File: config.mk
export PLATFORM = sky130hd
export DESIGN_NAME = chan_err_inj
export DESIGN_NICKNAME = d
export VERILOG_FILES = /design/src/rtl/chan_err_pkg.sv /design/src/rtl/lfsr16.sv /design/src/rtl/chan_err_inj.sv
export SDC_FILE = /design/constraint.sdc
export NUM_CORES = 1
export LEC_CHECK = 0
export ABC_AREA = 1
export CORE_ASPECT_RATIO = 0.8
export CORE_MARGIN = 2
export CORE_UTILIZATION = 48
export DETAILED_ROUTE_END_ITERATION = 7
export PLACE_DENSITY = 0.77
export SLEW_MARGIN = 20
export SYNTH_ARGS = -nofsm -noshare
export SYNTH_HDL_FRONTEND = slang
export SYNTH_SLANG_ARGS = --single-unit
File: constraint.sdc
create_clock -name clk -period 2.3 [get_ports clk]
set_input_delay 0.23 -clock clk [delete_from_list [all_inputs] [get_ports clk]]
set_output_delay 0.23 -clock clk [all_outputs]
set_load 0.01 [all_outputs]
File: src/rtl/chan_err_pkg.sv
// Shared types and constants for the channel error injector.
package chan_err_pkg;

  typedef enum logic [1:0] {
    MODE_OFF      = 2'd0,
    MODE_PERIODIC = 2'd1,
    MODE_BURST    = 2'd2,
    MODE_RANDOM   = 2'd3
  } mode_e;

  typedef enum logic [1:0] {
    ST_RUN   = 2'd0,
    ST_BURST = 2'd1,
    ST_DONE  = 2'd2
  } state_e;

  // Fibonacci taps 16,14,13,11 expressed as bit positions 15,13,12,10.
  localparam logic [15:0] LFSR_TAPS = 16'hB400;

endpackage

File: src/rtl/lfsr16.sv
// 16-bit Fibonacci LFSR with synchronous reload and per-symbol advance.
module lfsr16
  import chan_err_pkg::*;
(
  input  logic        clk,
  input  logic        rst,
  input  logic        load_i,
  input  logic [15:0] seed_i,
  input  logic        adv_i,
  output logic [15:0] q_o
);

  logic [15:0] q_q, q_d;

  always_comb begin
    q_d = q_q;
    if (adv_i) q_d = {q_q[14:0], ^(q_q & LFSR_TAPS)};
  end

  // NOTE: sequential state uses non-blocking assignments so every register
  // samples the pre-edge values of its peers.
  always_ff @(posedge clk) begin
    if (rst || load_i) q_q <= seed_i;
    else               q_q <= q_d;
  end

  assign q_o = q_q;

endmodule

File: src/rtl/chan_err_inj.sv
// Channel error injector: passes encoder symbols through with one cycle of
// latency, XOR-corrupting selected symbols in periodic, burst or random modes.
module chan_err_inj
  import chan_err_pkg::*;
#(
  parameter int          SYM_W = 2,
  parameter int          PER_W = 8,
  parameter int          CNT_W = 16,
  parameter logic [15:0] SEED  = 16'hACE1
) (
  input  logic             clk,
  input  logic             rst,
  input  logic             clear_i,
  input  logic [1:0]       mode_i,
  input  logic [PER_W-1:0] period_i,
  input  logic [PER_W-1:0] burst_len_i,
  input  logic [7:0]       thresh_i,
  input  logic [SYM_W-1:0] mask_i,
  input  logic [CNT_W-1:0] window_i,
  input  logic             valid_i,
  input  logic [SYM_W-1:0] sym_i,
  output logic             valid_o,
  output logic [SYM_W-1:0] sym_o,
  output logic             err_o,
  output logic [CNT_W-1:0] sym_ct_o,
  output logic [CNT_W-1:0] err_sym_ct_o,
  output logic [CNT_W-1:0] err_bit_ct_o
);

  // An all-zero seed would lock the LFSR, so substitute a legal one.
  localparam logic [15:0]      SEED_EFF = (SEED == 16'h0000) ? 16'h0001 : SEED;
  localparam logic [PER_W-1:0] PER_ONE  = 1;
  localparam logic [CNT_W-1:0] CNT_ONE  = 1;

  function automatic logic [CNT_W:0] popcnt(input logic [SYM_W-1:0] v);
    popcnt = '0;
    for (int i = 0; i < SYM_W; i++) popcnt = popcnt + {{CNT_W{1'b0}}, v[i]};
  endfunction

  mode_e            mode;
  state_e           state_q, state_d;
  logic [PER_W-1:0] phase_q, phase_d, rem_q, rem_d;
  logic [CNT_W-1:0] sym_ct_q, sym_ct_d, err_sym_ct_q, err_sym_ct_d;
  logic [CNT_W-1:0] err_bit_ct_q, err_bit_ct_d;
  logic [CNT_W:0]   bit_sum;
  logic [SYM_W-1:0] sym_q, sym_d;
  logic             valid_q, err_q, corrupt, in_win, trigger, abort;
  logic [15:0]      lfsr_q;
  logic             unused_lfsr_hi;

  assign mode           = mode_e'(mode_i);
  assign unused_lfsr_hi = ^lfsr_q[15:8];

  lfsr16 u_lfsr (
    .clk    (clk),
    .rst    (rst),
    .load_i (clear_i),
    .seed_i (SEED_EFF),
    .adv_i  (valid_i),
    .q_o    (lfsr_q)
  );

  // NOTE: every always_comb output gets a default first so no path leaves a
  // signal unassigned, which would otherwise infer a latch.
  always_comb begin
    state_d      = state_q;
    phase_d      = phase_q;
    rem_d        = rem_q;
    sym_ct_d     = sym_ct_q;
    err_sym_ct_d = err_sym_ct_q;
    err_bit_ct_d = err_bit_ct_q;
    sym_d        = sym_q;
    corrupt      = 1'b0;
    bit_sum      = {1'b0, err_bit_ct_q} + popcnt(mask_i);
    in_win       = sym_ct_q < window_i;
    trigger      = (period_i != '0) && (phase_q == period_i - PER_ONE);
    abort        = (state_q == ST_BURST) && (mode != MODE_BURST);

    if (abort) begin
      state_d = ST_RUN;
    end else if (valid_i) begin
      if (!in_win) begin
        state_d = ST_DONE;
      end else begin
        unique case (state_q)
          ST_RUN: begin
            unique case (mode)
              MODE_PERIODIC: corrupt = trigger;
              MODE_BURST: begin
                if (trigger && burst_len_i != '0) begin
                  corrupt = 1'b1;
                  // rem counts the symbols still owed after this trigger.
                  if (burst_len_i != PER_ONE) begin
                    state_d = ST_BURST;
                    rem_d   = burst_len_i - PER_ONE;
                  end
                end
              end
              MODE_RANDOM:   corrupt = lfsr_q[7:0] < thresh_i;
              default:       corrupt = 1'b0;
            endcase
          end
          ST_BURST: begin
            corrupt = 1'b1;
            rem_d   = rem_q - PER_ONE;
            if (rem_q == PER_ONE) state_d = ST_RUN;
          end
          default: state_d = ST_DONE;
        endcase
      end
    end

    if (valid_i) begin
      sym_d    = sym_i ^ (corrupt ? mask_i : '0);
      phase_d  = (period_i == '0 || phase_q >= period_i - PER_ONE) ? '0 : phase_q + PER_ONE;
      sym_ct_d = (sym_ct_q == '1) ? sym_ct_q : sym_ct_q + CNT_ONE;
      if (corrupt) begin
        err_sym_ct_d = (err_sym_ct_q == '1) ? err_sym_ct_q : err_sym_ct_q + CNT_ONE;
        err_bit_ct_d = bit_sum[CNT_W] ? '1 : bit_sum[CNT_W-1:0];
      end
    end
  end

  always_ff @(posedge clk) begin
    if (rst) begin
      state_q      <= ST_RUN;
      phase_q      <= '0;
      rem_q        <= '0;
      sym_ct_q     <= '0;
      err_sym_ct_q <= '0;
      err_bit_ct_q <= '0;
      valid_q      <= 1'b0;
      err_q        <= 1'b0;
      sym_q        <= '0;
    end else if (clear_i) begin
      // The symbol accompanying a clear is forwarded clean and uncounted.
      state_q      <= ST_RUN;
      phase_q      <= '0;
      rem_q        <= '0;
      sym_ct_q     <= '0;
      err_sym_ct_q <= '0;
      err_bit_ct_q <= '0;
      valid_q      <= valid_i;
      err_q        <= 1'b0;
      if (valid_i) sym_q <= sym_i;
    end else begin
      state_q      <= state_d;
      phase_q      <= phase_d;
      rem_q        <= rem_d;
      sym_ct_q     <= sym_ct_d;
      err_sym_ct_q <= err_sym_ct_d;
      err_bit_ct_q <= err_bit_ct_d;
      valid_q      <= valid_i;
      err_q        <= corrupt;
      sym_q        <= sym_d;
    end
  end

  assign valid_o      = valid_q;
  assign sym_o        = sym_q;
  assign err_o        = err_q;
  assign sym_ct_o     = sym_ct_q;
  assign err_sym_ct_o = err_sym_ct_q;
  assign err_bit_ct_o = err_bit_ct_q;

endmodule

# Word level (Yosys, flattened, before mapping)
# Index checks and enable logic that the tools add are counted.
# totals
in_bits	50
ff_bits	86
word_cells	82
output_inout_bits	52
# op_classes
order_cmp	3
reduce_logical	18
n_addsub	8
muxes	22
n_eq_ne	17
n_bitwise	4
# op_table
cell	n
16-bit by 1-bit adder with 16-bit output, second input constant	2
16-bit == test, second input constant	2
8-bit two-way mux	4
8-bit by 1-bit subtractor with 8-bit output, second input constant	3
2-bit two-way mux	9
16-bit by 2-bit adder with 17-bit output	1
16-bit less-than comparator	1
16-bit two-way mux	1
8-bit one-hot mux with 2 select lines	1
8-bit nonzero test	2
16-bit parity	1
8-bit by 1-bit adder with 8-bit output, second input constant	1
8-bit by 1-bit == test with 1-bit output, second input constant	1
8-bit == test	1
8-bit >= comparator	1
8-bit zero test	1
8-bit less-than comparator	1
8-bit by 1-bit != test with 1-bit output, second input constant	1
7-bit AND reduction	1
2-bit != test, second input constant	3
3-bit by 2-bit != test with 1-bit output, second input constant	2
3-bit != test, second input constant	2
5-bit AND reduction	1
2-bit by 1-bit == test with 1-bit output, second input constant	2
other kinds (17)	27

# Logic depth before layout (Yosys ltp)
# Gate-level depths: netlist of the first run.
# depth
depth_word	14
mapped_depth	19

# Hierarchy
# Synthesis of the first run repeated with hierarchy kept, for this count alone.
# unflattened
hier_cells	818
hier_area_um2	5718.0
# modules_own_cells
mod	instances	area_each_um2	seq_area_each_um2	cells_each
chan_err_inj	1	4918.5	1401.3	732
lfsr16	1	799.5	480.5	86

# Worst setup path before layout of the first run
# No wires, ideal clock.
# synth_timing
path_type	input -> register
startpoint	input period_i[1]
endpoint	register err_sym_ct_q[15], in the netlist err_sym_ct_o[15]
cell_stages	19
n_path_buf	1
path_slack_ns	-0.136
t_arrival_ns	2.369
required_ns	2.233
cell_sequence	nor2_1 -> nand2_1 -> nor3_1 -> nand3b_1 -> xor2_1 -> ha_1 -> nand2_1 -> nor2_1 -> nand2_1 -> nor2_1 -> nand2_1 -> nand2_1 -> nand2_1 -> nand2_1 -> nand2_4 -> inv_2 -> buf_4 -> nand3_1 -> a21oi_2
# synth_between
elab_chain_cells	11
elab_cells_between_ends	12
classes_between	add/sub (1); eq/ne (1); mux (6); reduce/logical (4)
# synth_rtl
element	line_no	text
from (decl)	chan_err_inj.sv:15	input logic [PER_W-1:0] period_i,
8-bit by 1-bit subtractor with 8-bit output	chan_err_inj.sv:76	trigger = (period_i != '0) && (phase_q == period_i - PER_ONE);
8-bit == test	chan_err_inj.sv:76	
1-bit logical AND *	chan_err_inj.sv:76	
1-bit logical AND	chan_err_inj.sv:90	if (trigger && burst_len_i != '0) begin
1-bit two-way mux	chan_err_inj.sv:90	
1-bit one-hot mux with 3 select lines *	chan_err_inj.sv:87	unique case (mode)
1-bit one-hot mux with 2 select lines *	chan_err_inj.sv:85	unique case (state_q)
1-bit two-way mux *	chan_err_inj.sv:82	if (!in_win) begin
1-bit two-way mux *	chan_err_inj.sv:81	end else if (valid_i) begin
1-bit two-way mux *	chan_err_inj.sv:79	if (abort) begin
3-bit AND reduction (no line) *	n/a	
to (signal assigned)	chan_err_inj.sv:151	err_sym_ct_q <= err_sym_ct_d;
to (decl)	chan_err_inj.sv:43	logic [CNT_W-1:0] sym_ct_q, sym_ct_d, err_sym_ct_q, err_sym_ct_d;
# Mark *: on every way between the ends. The rest lies on a longest branch, timed or not.
# A chain may end at the register's enable or synchronous reset.

# Final worst setup path of the first run
# layout_timing
startpoint	input period_i[2]
endpoint	register err_bit_ct_q[0], in the netlist err_bit_ct_o[0]
# layout_between
elab_chain_cells	11
elab_cells_between_ends	12
classes_between	add/sub (1); eq/ne (1); mux (6); reduce/logical (4)
# layout_rtl
element	line_no	text
8-bit by 1-bit subtractor with 8-bit output	chan_err_inj.sv:76	
8-bit == test	chan_err_inj.sv:76	
1-bit logical AND *	chan_err_inj.sv:76	
1-bit logical AND	chan_err_inj.sv:90	
1-bit two-way mux	chan_err_inj.sv:90	
1-bit one-hot mux with 3 select lines *	chan_err_inj.sv:87	
1-bit one-hot mux with 2 select lines *	chan_err_inj.sv:85	
1-bit two-way mux *	chan_err_inj.sv:82	
1-bit two-way mux *	chan_err_inj.sv:81	
1-bit two-way mux *	chan_err_inj.sv:79	
2-bit AND reduction (no line) *	n/a	
to (signal assigned)	chan_err_inj.sv:152	err_bit_ct_q <= err_bit_ct_d;
to (decl)	chan_err_inj.sv:44	logic [CNT_W-1:0] err_bit_ct_q, err_bit_ct_d;
# Marked as above.

==> run metrics, run 1 <==
outcome=complete, but fails checks; failing checks=negative setup slack; worst setup path start=period_i[2]; arrival time worst endpoint=2610 ps; number of synthesized flops with an enable pin=0; Distinct cells, synth=43; combinational share of power=12.6%; Cell Pwr Density=422.9 nW/um^2; skew final=7.844 ps; cell area after layout=7749 um^2; Post-CTS Hold Fix Bufs=0; Tmin final=2378 ps; relative slew slack=60.12%; critical-path cell list=buf_6, buf_4, nor2_2, nand2_2, nor3_2, xor2_1, ha_1, nand2_2, nor2_2, nand2_1, nor2_2, nand2_1, nand2_1, nand2_2, nand2_4, nand2_8, buf_6, buf_6, nor3b_1, nor2_1; pre-CTS setup slack=-736.1 ps; Crit-path slowest cell=ha_1; Syn Nets=884; GP Congestion=0.8953; sequential power share=46.4%; number of global-route vias before repair=5,361; Die X=123.6 um; final slew viol count=0; ANT nets after route=0; diode count=0; Area contributors post-synth=dfxtp_1, nand2_1, ha_1, inv_1, a21oi_1; YS warnings=0; LEAKAGE=0.003193 uW; residual DRC count=0; P_int=2470 uW; WP data required=2530 ps; depth of the CTS H-tree=3; root buf cell=clkbuf_16; detailed placer's ending HPWL=10,280 um; Synth top area share=31.37%; Hold Crit Start=u_lfsr.q_o[11]; Port Buffers=101; site row count=34; ys flop type=dfxtp_1; post-synthesis cell type with the largest combined area=dfxtp_1; first-pass GRT wire length=23,990 um; final hold vios=0; chip height=99.65 um; post-synthesis cell count=793; routed vias/inst=5.131; Critical Path Start Type=input pin; critical path class=input pin to register; ys async rst share=0%; Hold WC Path Type=register to register; Starting Density=49.82%; largest net degree at the start of global routing=29; period utilization=103.4%; CTS clk-pin slew, worst paths=60 ps; max incr delay on CP=290 ps; Final setup viols=22; Total GRT Usage=23.98%; clock power share=41.0%; # clock sinks=86; Bufs and invs on worst path=4; initial antenna violation count=0; total global routing overflow=0; Worst Path Max Fanout=3; Max Buffers Root-to-Sink=2; RSZ-0062 raised after global routing=yes; switching share of power=24.62%; Util after Layout=70.33%; Starting DRT DRC Count=350; register bit total from synthesis=86; P_sw=806.7 uW; die area=12,310 um^2; Slew @ Worst Pin=592.8 ps; clock latency on the worst-skew pair=340 ps; syn avg cell area=6.922 um^2; Layout Nets=1,045; Mapped Area=5489 um^2; Layout area overhead=41.17%; setup TNS=-634.9 ps; DRT Pass-1 Iters=5; dpl cell area=7017 um^2; r2r startpoint=sym_ct_o[14]; Seq/Total Area, Yosys=31.37%; CTS buffer count=9; Filler cells=883; share of cells above drive strength 1=16.27%; CTS tree=built; Post-Route WL=14,860 um; via count=5,659; Ports=102; Fmax=420.5 MHz; Setup WS post-layout=-77.93 ps; most frequent cells in the layout=nand2_1, inv_1, clkdlybuf4s50_1, dfxtp_1, nor2_1; most common cell after layout, fill and taps aside=nand2_1; routed len/inst=13.47 um; Worst VDD drop=0.0003361 V; cell family with most CP delay=simple AND/OR/NAND/NOR gates; Core Region=11,020 um^2; max_cap viols=0; Critical Path End Type=register
worst min-delay path, delay by kind of cell, from the launching register on:
kind,cells,cell delay (ps)
flip-flops,1,320
AND/OR/NAND/NOR,2,110
cell type report:
cell class / count / area [um^2] / area share, %
Clock buffer: 12 / 246.5 / 3.181
Clock inverter: 4 / 22.52 / 0.2907
Inverter: 99 / 386.6 / 4.990
Multi-Input combinational cell: 586 / 3541 / 45.70
Sequential cell: 86 / 1722 / 22.22
Tap cell: 144 / 180.2 / 2.325
Timing Repair Buffer: 172 / 1650 / 21.30
final timing paths:
kind | slack (ps) | depth (start not counted) | endpoint
max | -80 | 20 | err_bit_ct_o[0]
min | 460 | 2 | u_lfsr.q_o[11]
min reg2reg | 460 | 2 | u_lfsr.q_o[11]
max reg2reg | 20 | 13 | err_bit_ct_o[0]
cells by family (layout without fill, tap and decap cells):
| logic type | after synthesis | after routing | share of synthesized area, % |
|---|---|---|---|
| buf+inv | 121 | 287 | 8.662 |
| fa+ha+maj | 41 | 41 | 9.483 |
| simple gates | 367 | 367 | 30.11 |
| xor+xnor | 49 | 49 | 7.819 |
| flops | 86 | 86 | 31.37 |
| compound gates | 129 | 129 | 12.56 |
what timing repair did:
action	4_1_cts	5_1_grt
pin swaps	25	24
endpoints found under the setup margin	52	52
gates resized for setup	59	57
cloned	4	0
buffers inserted	13	3
stage by stage:
| stage | power [uW] | std cells | hold WS, ps |
|---|---|---|---|
| 5_1_grt | 3389 | 1103 | 478.4 |
| 2_1_floorplan | 1733 | 793 | 302.4 |
| 3_5_place_dp | 1919 | 1071 | 447.9 |
| 6_report | 3277 | 1103 | 462.0 |
| 3_3_place_gp | 1913 | 1071 | 447.2 |
| 4_1_cts | 3271 | 1102 | 463.7 |
registers in the layout (all words and copies together) (netlist names):
register / flops
phase_q: 8
err_bit_ct_o: 16
rem_q: 8
valid_o: 1
state_q: 2
sym_ct_o: 16
err_sym_ct_o: 16
err_o: 1
u_lfsr.q_o: 16
sym_o: 2
power groups by stage:
stage / registers, uW / clock network [uW] / logic, uW
6_report: 1520 / 1340 / 413
5_1_grt: 1520 / 1410 / 460
4_1_cts: 1520 / 1350 / 400
3_5_place_dp: 1550 / 0 / 366
3_3_place_gp: 1550 / 0 / 360
2_1_floorplan: 1550 / 0 / 181
Yosys cell counts, types with 4 or more instances:
master	number
o21ai_1	18
ha_1	40
nand2_1	172
nand4_1	11
xor2_1	34
inv_1	98
dfxtp_1	86
nor4_1	4
nor2_1	77
o21ai_0	28
xnor2_1	15
a21oi_1	66
o211ai_1	4
nor3_1	24
clkbuf_1	15
nand3_1	55
nand3b_1	4
nor3b_1	7
routing by layer:
metal / wire length (um) / track usage [%]
met1: 6994 / 32.64
met2: 6816 / 37.53
met3: 763 / 4.759
met4: 282 / 8.916
met5: 0 / 0
Note: power is estimated with default switching activity, not from simulation.
==> inputs of run 2 (changes only) <==
--- a/config.mk
+++ b/config.mk
@@ -8,10 +8,12 @@
 export ABC_AREA = 1
 export CORE_ASPECT_RATIO = 0.8
 export CORE_MARGIN = 2
-export CORE_UTILIZATION = 48
+export CORE_UTILIZATION = 49
 export DETAILED_ROUTE_END_ITERATION = 7
-export PLACE_DENSITY = 0.77
+export PLACE_DENSITY = 0.78
+export RECOVER_POWER = 50
 export SLEW_MARGIN = 20
 export SYNTH_ARGS = -nofsm -noshare
 export SYNTH_HDL_FRONTEND = slang
+export SYNTH_HIERARCHICAL = 1
 export SYNTH_SLANG_ARGS = --single-unit
==> run 2 against run 1 <==
Against the previous run:
- the flow now finishes without violations
- fmax grew 8.4%
- global-route usage shrank 0.87 points
- clock skew shrank 3.6 ps
- utilization shrank 1.3 points
- combinational power grew 14%
- flip-flop and latch count is the same
- sequential share of layout area grew 1.6 points
- die area grew 2.0%
- largest cell class unchanged
==> run metrics, run 2 <==
Non-Filler Instances=1,136; most frequent cells in the layout=nand2_1, inv_1, nor2_1, clkdlybuf4s50_1, dfxtp_1; register bit total from synthesis=86; depth of the CTS H-tree=3; CTS clk-pin slew, worst paths=60 ps; R2R Setup Slk=160 ps; Port Buffers=101; Slew @ Worst Pin=599.0 ps; Hold Path Cell Cnt=2; via count=5,747; number of global-route vias before repair=5,319; ys flop type=dfxtp_1; switching share of power=23.79%; Layout area overhead=37.94%; pre-CTS setup slack=-677.3 ps; RSZ-0062 raised after global routing=yes; Fin Hold WS=476.9 ps; initial antenna violation count=0; Distinct cells, synth=46; post-synthesis cell count=818; final slew viol count=0; routed vias/inst=5.059; detailed placer's ending HPWL=10,270 um; Layout Nets=1,074; Cell Pwr Density=467.1 nW/um^2; r2r startpoint=u_lfsr/q_o[7]; Max Buffers Root-to-Sink=2; Total GRT Usage=23.11%; CTS buffer count=9; Ports=102; residual DRC count=0; GP Congestion=0.8959; share of cells above drive strength 1=14.57%; outcome=finished clean; critical path class=input pin to register; placed cell count=1,110; synth cell count leaders=nand2_1, inv_1, nor2_1, dfxtp_1, nand3_1; Critical Path Start Type=input pin; Die X=124.8 um; post-synthesis cell type with the largest combined area=dfxtp_1; # clock sinks=86; arrival time worst endpoint=2420 ps; site row count=35; most common cell after layout, fill and taps aside=nand2_1; CTS tree=built; largest family of logic cells by synthesized area=simple AND/OR/NAND/NOR gates; reg2reg path depth=15; chip height=100.6 um; total global routing overflow=0; FF-to-FF End=err_sym_ct_o[10]; Hold Crit Start=err_bit_ct_o[14]; die area=12,550 um^2; cell area after layout=7888 um^2; period utilization=95.39%; clock latency on the worst-skew pair=340 ps; combinational share of power=12.7%; Util after Layout=69.01%; DRT Pass-1 Iters=5; Post-Synth XOR/XNOR Area=6.433%; ANT nets after route=0; WP data required=2530 ps; dpl cell area=7248 um^2; Mapped Area=5718 um^2; Tmin final=2194 ps; relative slew slack=60.07%; YS warnings=6; root buf cell=clkbuf_16; Worst Path Max Fanout=8; count leader, synth=nand2_1; Seq/Total Area, Yosys=32.91%; number of synthesized flops with an enable pin=16; diode count=0; P_int=2808 uW; routed len/inst=12.90 um; Post-Route WL=14,660 um; Core Region=11,430 um^2; Synth top area share=24.51%; syn avg cell area=6.990 um^2; largest net degree at the start of global routing=30; skew final=4.285 ps; final hold vios=0; clock power share=43.8%; Hold WC Path Type=register to register; Post-Synth Simple-Gate Area=31.09%; sequential power share=43.4%; Fmax=455.8 MHz; Synth Area in Adders=9.103%; Critical Path End Type=register; P_sw=876.7 uW; first-pass GRT wire length=24,190 um; Starting DRT DRC Count=379; max_cap viols=0; Worst VDD drop=0.0003219 V; Starting Density=50.03%; Final setup viols=0; Setup WS post-layout=106.1 ps; mux cell area share after synthesis=0%; ys async rst share=0%; Synth Area in Compound Gates=11.44%; Area contributors post-synth=dfxtp_1, nand2_1, ha_1, edfxtp_1, inv_1; LEAKAGE=0.003432 uW; Post-CTS Hold Fix Bufs=0; Hold EP=err_bit_ct_o[14]
[run 2: cell types whose count changed in the layout (fill, tap and decap cells not counted), sizes merged, moves of 8 or more]
cell / before / now
dlygate4sd3: 0 / 18
nor2: 79 / 100
inv: 98 / 106
dfxtp: 86 / 70
edfxtp: 0 / 16
nand2: 175 / 197
clkdlybuf4s50: 94 / 75
conb: 0 / 16
buf: 75 / 56
[run 2: kinds of logic after synthesis]
kind of cell    after synthesis
simple gates                403
buf+inv                     124
xor+xnor                     42
fa+ha+maj                    41
compound gates              120
flops                        86
other cells                   2
[run 2: layout make-up]
| class | count | area, um^2 |
|---|---|---|
| Clock buffer | 13 | 260.3 |
| Fill cell | 964 | 3542 |
| Clock inverter | 3 | 67.56 |
| Sequential cell | 86 | 1882 |
| Multi-Input combinational cell | 622 | 3562 |
| Timing Repair Buffer | 157 | 1489 |
| Inverter | 105 | 414.1 |
| Tap cell | 148 | 185.2 |
| Timing Repair inverter | 2 | 27.53 |
[run 2: worst max-delay path by stage]
stage	startpoint	cells past startpoint	endpoint	slack, ps
after detailed placement	period_i[2]	19	err_bit_ct_o[8]	-680
after floorplan	period_i[1]	20	err_bit_ct_o[15]	8
after CTS	period_i[3]	19	err_bit_ct_o[0]	3
after global placement	period_i[2]	19	err_bit_ct_o[4]	-590
after global routing	period_i[0]	20	err_sym_ct_o[10]	-100
final	period_i[0]	20	err_sym_ct_o[10]	110
[run 2: per-layer routing]
layer | GRT usage (%) | wire (um) | vias up
met5 | 0 | 0 | -
met2 | 39.72 | 6830 | 129
li1 | - | - | 2985
met4 | 5.445 | 148 | 0
met1 | 30.58 | 6968 | 2619
met3 | 4.140 | 707 | 14
[run 2: per-stage QoR]
step	TNS, ps	power, uW
6_report	0	3685
5_1_grt	-693.4	3830
4_1_cts	0	3682
3_5_place_dp	-27700	2063
3_3_place_gp	-25210	2053
2_1_floorplan	0	1866
[run 2: what timing repair did]
item / CTS / global route
gates cloned: 3 / 0
endpoints found under the setup margin: 43 / 44
buffers inserted: 3 / 4
pin swaps: 15 / 21
resized for setup: 47 / 54
endpoints found under the hold margin: 0 / 0
[run 2: critical path, cell delays in order]
cell	delay (ps)
buf_8	100
inv_8	50
nand3_4	90
nor2_4	90
nand3_2	70
xor2_1	150
ha_1	320
nand2_2	90
nor2_4	120
nand3_2	80
nor2_2	110
o21ai_1	70
nand2_1	70
nand2_2	60
nand2_4	110
nand4_4	220
nor2_4	170
nand2_1	90
nand2_1	80
nor2_1	40
[run 2: power groups by stage]
stage	Sequential [uW]	Combinational, uW	Clock, uW
after floorplan	1630	238	0
after global placement	1630	421	0
after detailed placement	1630	429	0
after CTS	1600	453	1630
after global routing	1600	527	1700
final	1600	469	1610
==> RTL edit: new RTL, config.mk and constraints of run 1 <==
Re-encode `state_e` (3 states) as one-hot, 3 bits wide.
--- a/src/rtl/chan_err_pkg.sv
+++ b/src/rtl/chan_err_pkg.sv
@@ -8,10 +8,10 @@
     MODE_RANDOM   = 2'd3
   } mode_e;
 
-  typedef enum logic [1:0] {
-    ST_RUN   = 2'd0,
-    ST_BURST = 2'd1,
-    ST_DONE  = 2'd2
+  typedef enum logic [2:0] {
+    ST_RUN   = 3'b001,
+    ST_BURST = 3'b010,
+    ST_DONE  = 3'b100
   } state_e;
 
   // Fibonacci taps 16,14,13,11 expressed as bit positions 15,13,12,10.
Behaviour: no difference found for any inputs over 4 cycles, from zero or initial values and one cycle with rst high; so few cycles prove little.
==> RTL edit against run 1 <==
The flow still finishes with violations (setup timing); total power increased by 6.0%; cell area increased by 2.9%; clock skew about the same; via count increased by 2.3%; global-route usage increased by 1.3 points; cell count increased by 1.6%; wire length increased by 3.9%; sequential cell count increased by 1; first-iteration DRC count increased by 27%; worst setup slack got worse by 0.0087 ns; synthesized area increased by 0.27%; count of clock-buffer cells in the layout decreased by 3; largest power group unchanged; highest routed layer unchanged.
==> RTL edit: results (changes against run 1) <==
[status]
status = finished with violations
violations = setup timing

[clock_tree]
clk_pin_slew_ns = 0.07
clkLatencyLatePin_ns = 0.35
cts_htree_levels = 3  ; unchanged
numCtsBuffers = 9  ; unchanged
clock_path_buffers = 2  ; unchanged
cts_root_buffer = clkbuf_16

[power_and_ir_drop]
leakage_nw = 3.29  ; +3.1%
vdd.ir_drop.worst_mv = 0.337  ; +0.39%
switching_share_pct = 25.4  ; +0.79 points

[synth]
yosysSeqAreaShare_pct = 31.6  ; +0.28 points
synth_area_leaders = dfxtp_1 32%, nand2_1 13%, ha_1 9.1%
synth_xor_xnor_area_share_pct = 7.48  ; -0.34 points
synth.distinct_cells = 42  ; -2.3%
synthAdderAreaFrac_pct = 9.46  ; -0.026 points
synth-compound-area-share_pct = 12.0  ; -0.53 points
async_reset_ff_share_pct = 0  ; unchanged
synth_nets = 896  ; +1.4%
muxShareOfSynthArea_pct = 0.182  ; +0.18 points
ys_top_cells_by_count = 185 x nand2_1, 94 x inv_1, 89 x nor2_1, 87 x dfxtp_1, 63 x nand3_1
syn_avg_cell_area_um2 = 6.84  ; -1.2%
ys.flop_type = dfxtp_1
synth_warnings = 0  ; unchanged

[worst_setup_path]
r2r_cells = 11  ; -2
rrSetupSlack_ns = 0.05  ; +0.03 ns
arrival_ns = 2.67  ; +0.06 ns
startpoint = period_i[0]
cpPeakStageDelay_ns = 0.35  ; +0.06 ns
r2r-start = err_bit_ct_o[0]
cpMaxStageDelayCell = or3_4
cp_max_fo = 7  ; +4
crit_type = in2reg

[grt]
grt_pass1_wl_um = 24900  ; +3.7%
track_usage_pct = 25.3  ; +1.3 points
antenna_found_initial = 0  ; unchanged
grt_pass1_vias = 5347  ; -0.26%
grt_max_degree = 32  ; +10%

[place]
hpwl_um = 10300  ; -0.28%
numPortBuffers = 101  ; unchanged
gp_congestion = 0.925  ; +3.3%

[sta]
skew_ns = 0.00808  ; +0.000238 ns
worst_pin_slew_ns = 0.380  ; -0.212 ns
setup_tns_ns = -1.34  ; -0.704 ns
setup_slack_ns = -0.0867  ; -0.00873 ns
setup_violations = 34  ; +55%

[hold_path]
worstHoldPathType = reg2reg
min_from = u_lfsr.q_o[9]
hold_path_depth = 2  ; unchanged

[detailed_routing]
wl_um = 15400  ; +3.9%
num_vias = 5789  ; +2.3%
firstDrtPassIters = 5  ; unchanged
drtIter0Drc = 444  ; +27%
viasPerCell = 5.16  ; +0.65%

[cells_and_area]
n_antenna_cell = 0  ; unchanged
drive_above_1_share_pct = 18.5  ; +2.3 points
nNetsFinal = 1063  ; +1.7%

## RTL edit: changes by cell type in the layout (fill, tap and decap cells not counted), moves of 4 or more
cell and delta:
inv_2 +7, nand3_2 +13, a21oi_1 -11, inv_1 -8, buf_6 -7, nand2_1 +24, nor2_1 +12, a21oi_2 +7
nand2_2 -8, buf_4 +4, o21ai_2 +4, nand3_1 -5, nor3_1 -7
## RTL edit: final cells by class
cell class / count / area, µm²
Multi-Input combinational cell: 599 / 3600
Clock buffer: 9 / 225
Clock inverter: 7 / 82.6
Sequential cell: 87 / 1740
Fill cell: 887 / 3050
Timing Repair Buffer: 174 / 1730
Inverter: 101 / 414
Tap cell: 144 / 180
## RTL edit: per-layer routing
layer	GRT usage [%]	routed length, µm	up-vias
met4	6.56	190	0
met1	35.0	7370	2635
met3	5.06	922	19
li1	-	-	2960
met5	0	0	-
met2	40.4	6950	175
## RTL edit: path summary, 6_finish.rpt
| kind | end |
|---|---|
| worst min register to register | u_lfsr.q_o[10] |
| worst max-delay path | err_sym_ct_o[6] |
| worst max register to register | err_bit_ct_o[9] |
| worst min-delay path | u_lfsr.q_o[10] |
## RTL edit: timing repair
item / in CTS / in global routing
setup endpoints to repair: 54 / 46
pin swaps: 29 / 30
resized for setup: 70 / 38
gates cloned: 5 / 1
hold buffers: 0 / 0
buffers inserted: 9 / 7
## RTL edit: cells by family after synthesis
| family | count (synthesis) |
|---|---|
| XOR/XNOR | 47 |
| AND/OR/NAND/NOR | 387 |
| adder cells (fa/ha/maj) | 41 |
| multiplexers | 1 |
| AO/OA/AOI/OAI | 121 |
| buffers and inverters | 121 |
| flip-flops | 87 |
## RTL edit: through the flow
stage	instance area, µm²	hold slack, ns	power, W	util, %	worst slack [ns]
2_1_floorplan	5620	0.302	0.00176	-	-0.0899
3_3_place_gp	7160	0.451	0.00194	65.0	-0.890
3_5_place_dp	7160	0.454	0.00195	65.0	-0.999
4_1_cts	7840	0.464	0.00347	71.1	-0.164
5_1_grt	7970	0.506	0.00361	72.4	-0.194
6_report	7970	0.460	0.00347	72.4	-0.0867
## RTL edit: critical path, delay by kind of cell
kind                     cells  cell delay (ns)
AO/OA/AOI/OAI                1             0.14
XOR/XNOR                     1             0.14
adder cells (fa/ha/maj)      1             0.29
buffers and inverters        6             0.59
AND/OR/NAND/NOR             12             1.24
## RTL edit: power by group through the flow
| stage | Sequential, W | Combinational, W | Clock (W) |
|---|---|---|---|
| global route | 0.00154 | 0.000467 | 0.00160 |
| floorplan | 0.00157 | 0.000191 | 0 |
| CTS | 0.00154 | 0.000417 | 0.00152 |
| global placement | 0.00157 | 0.000372 | 0 |
| detailed placement | 0.00157 | 0.000378 | 0 |
| finish | 0.00154 | 0.000423 | 0.00151 |
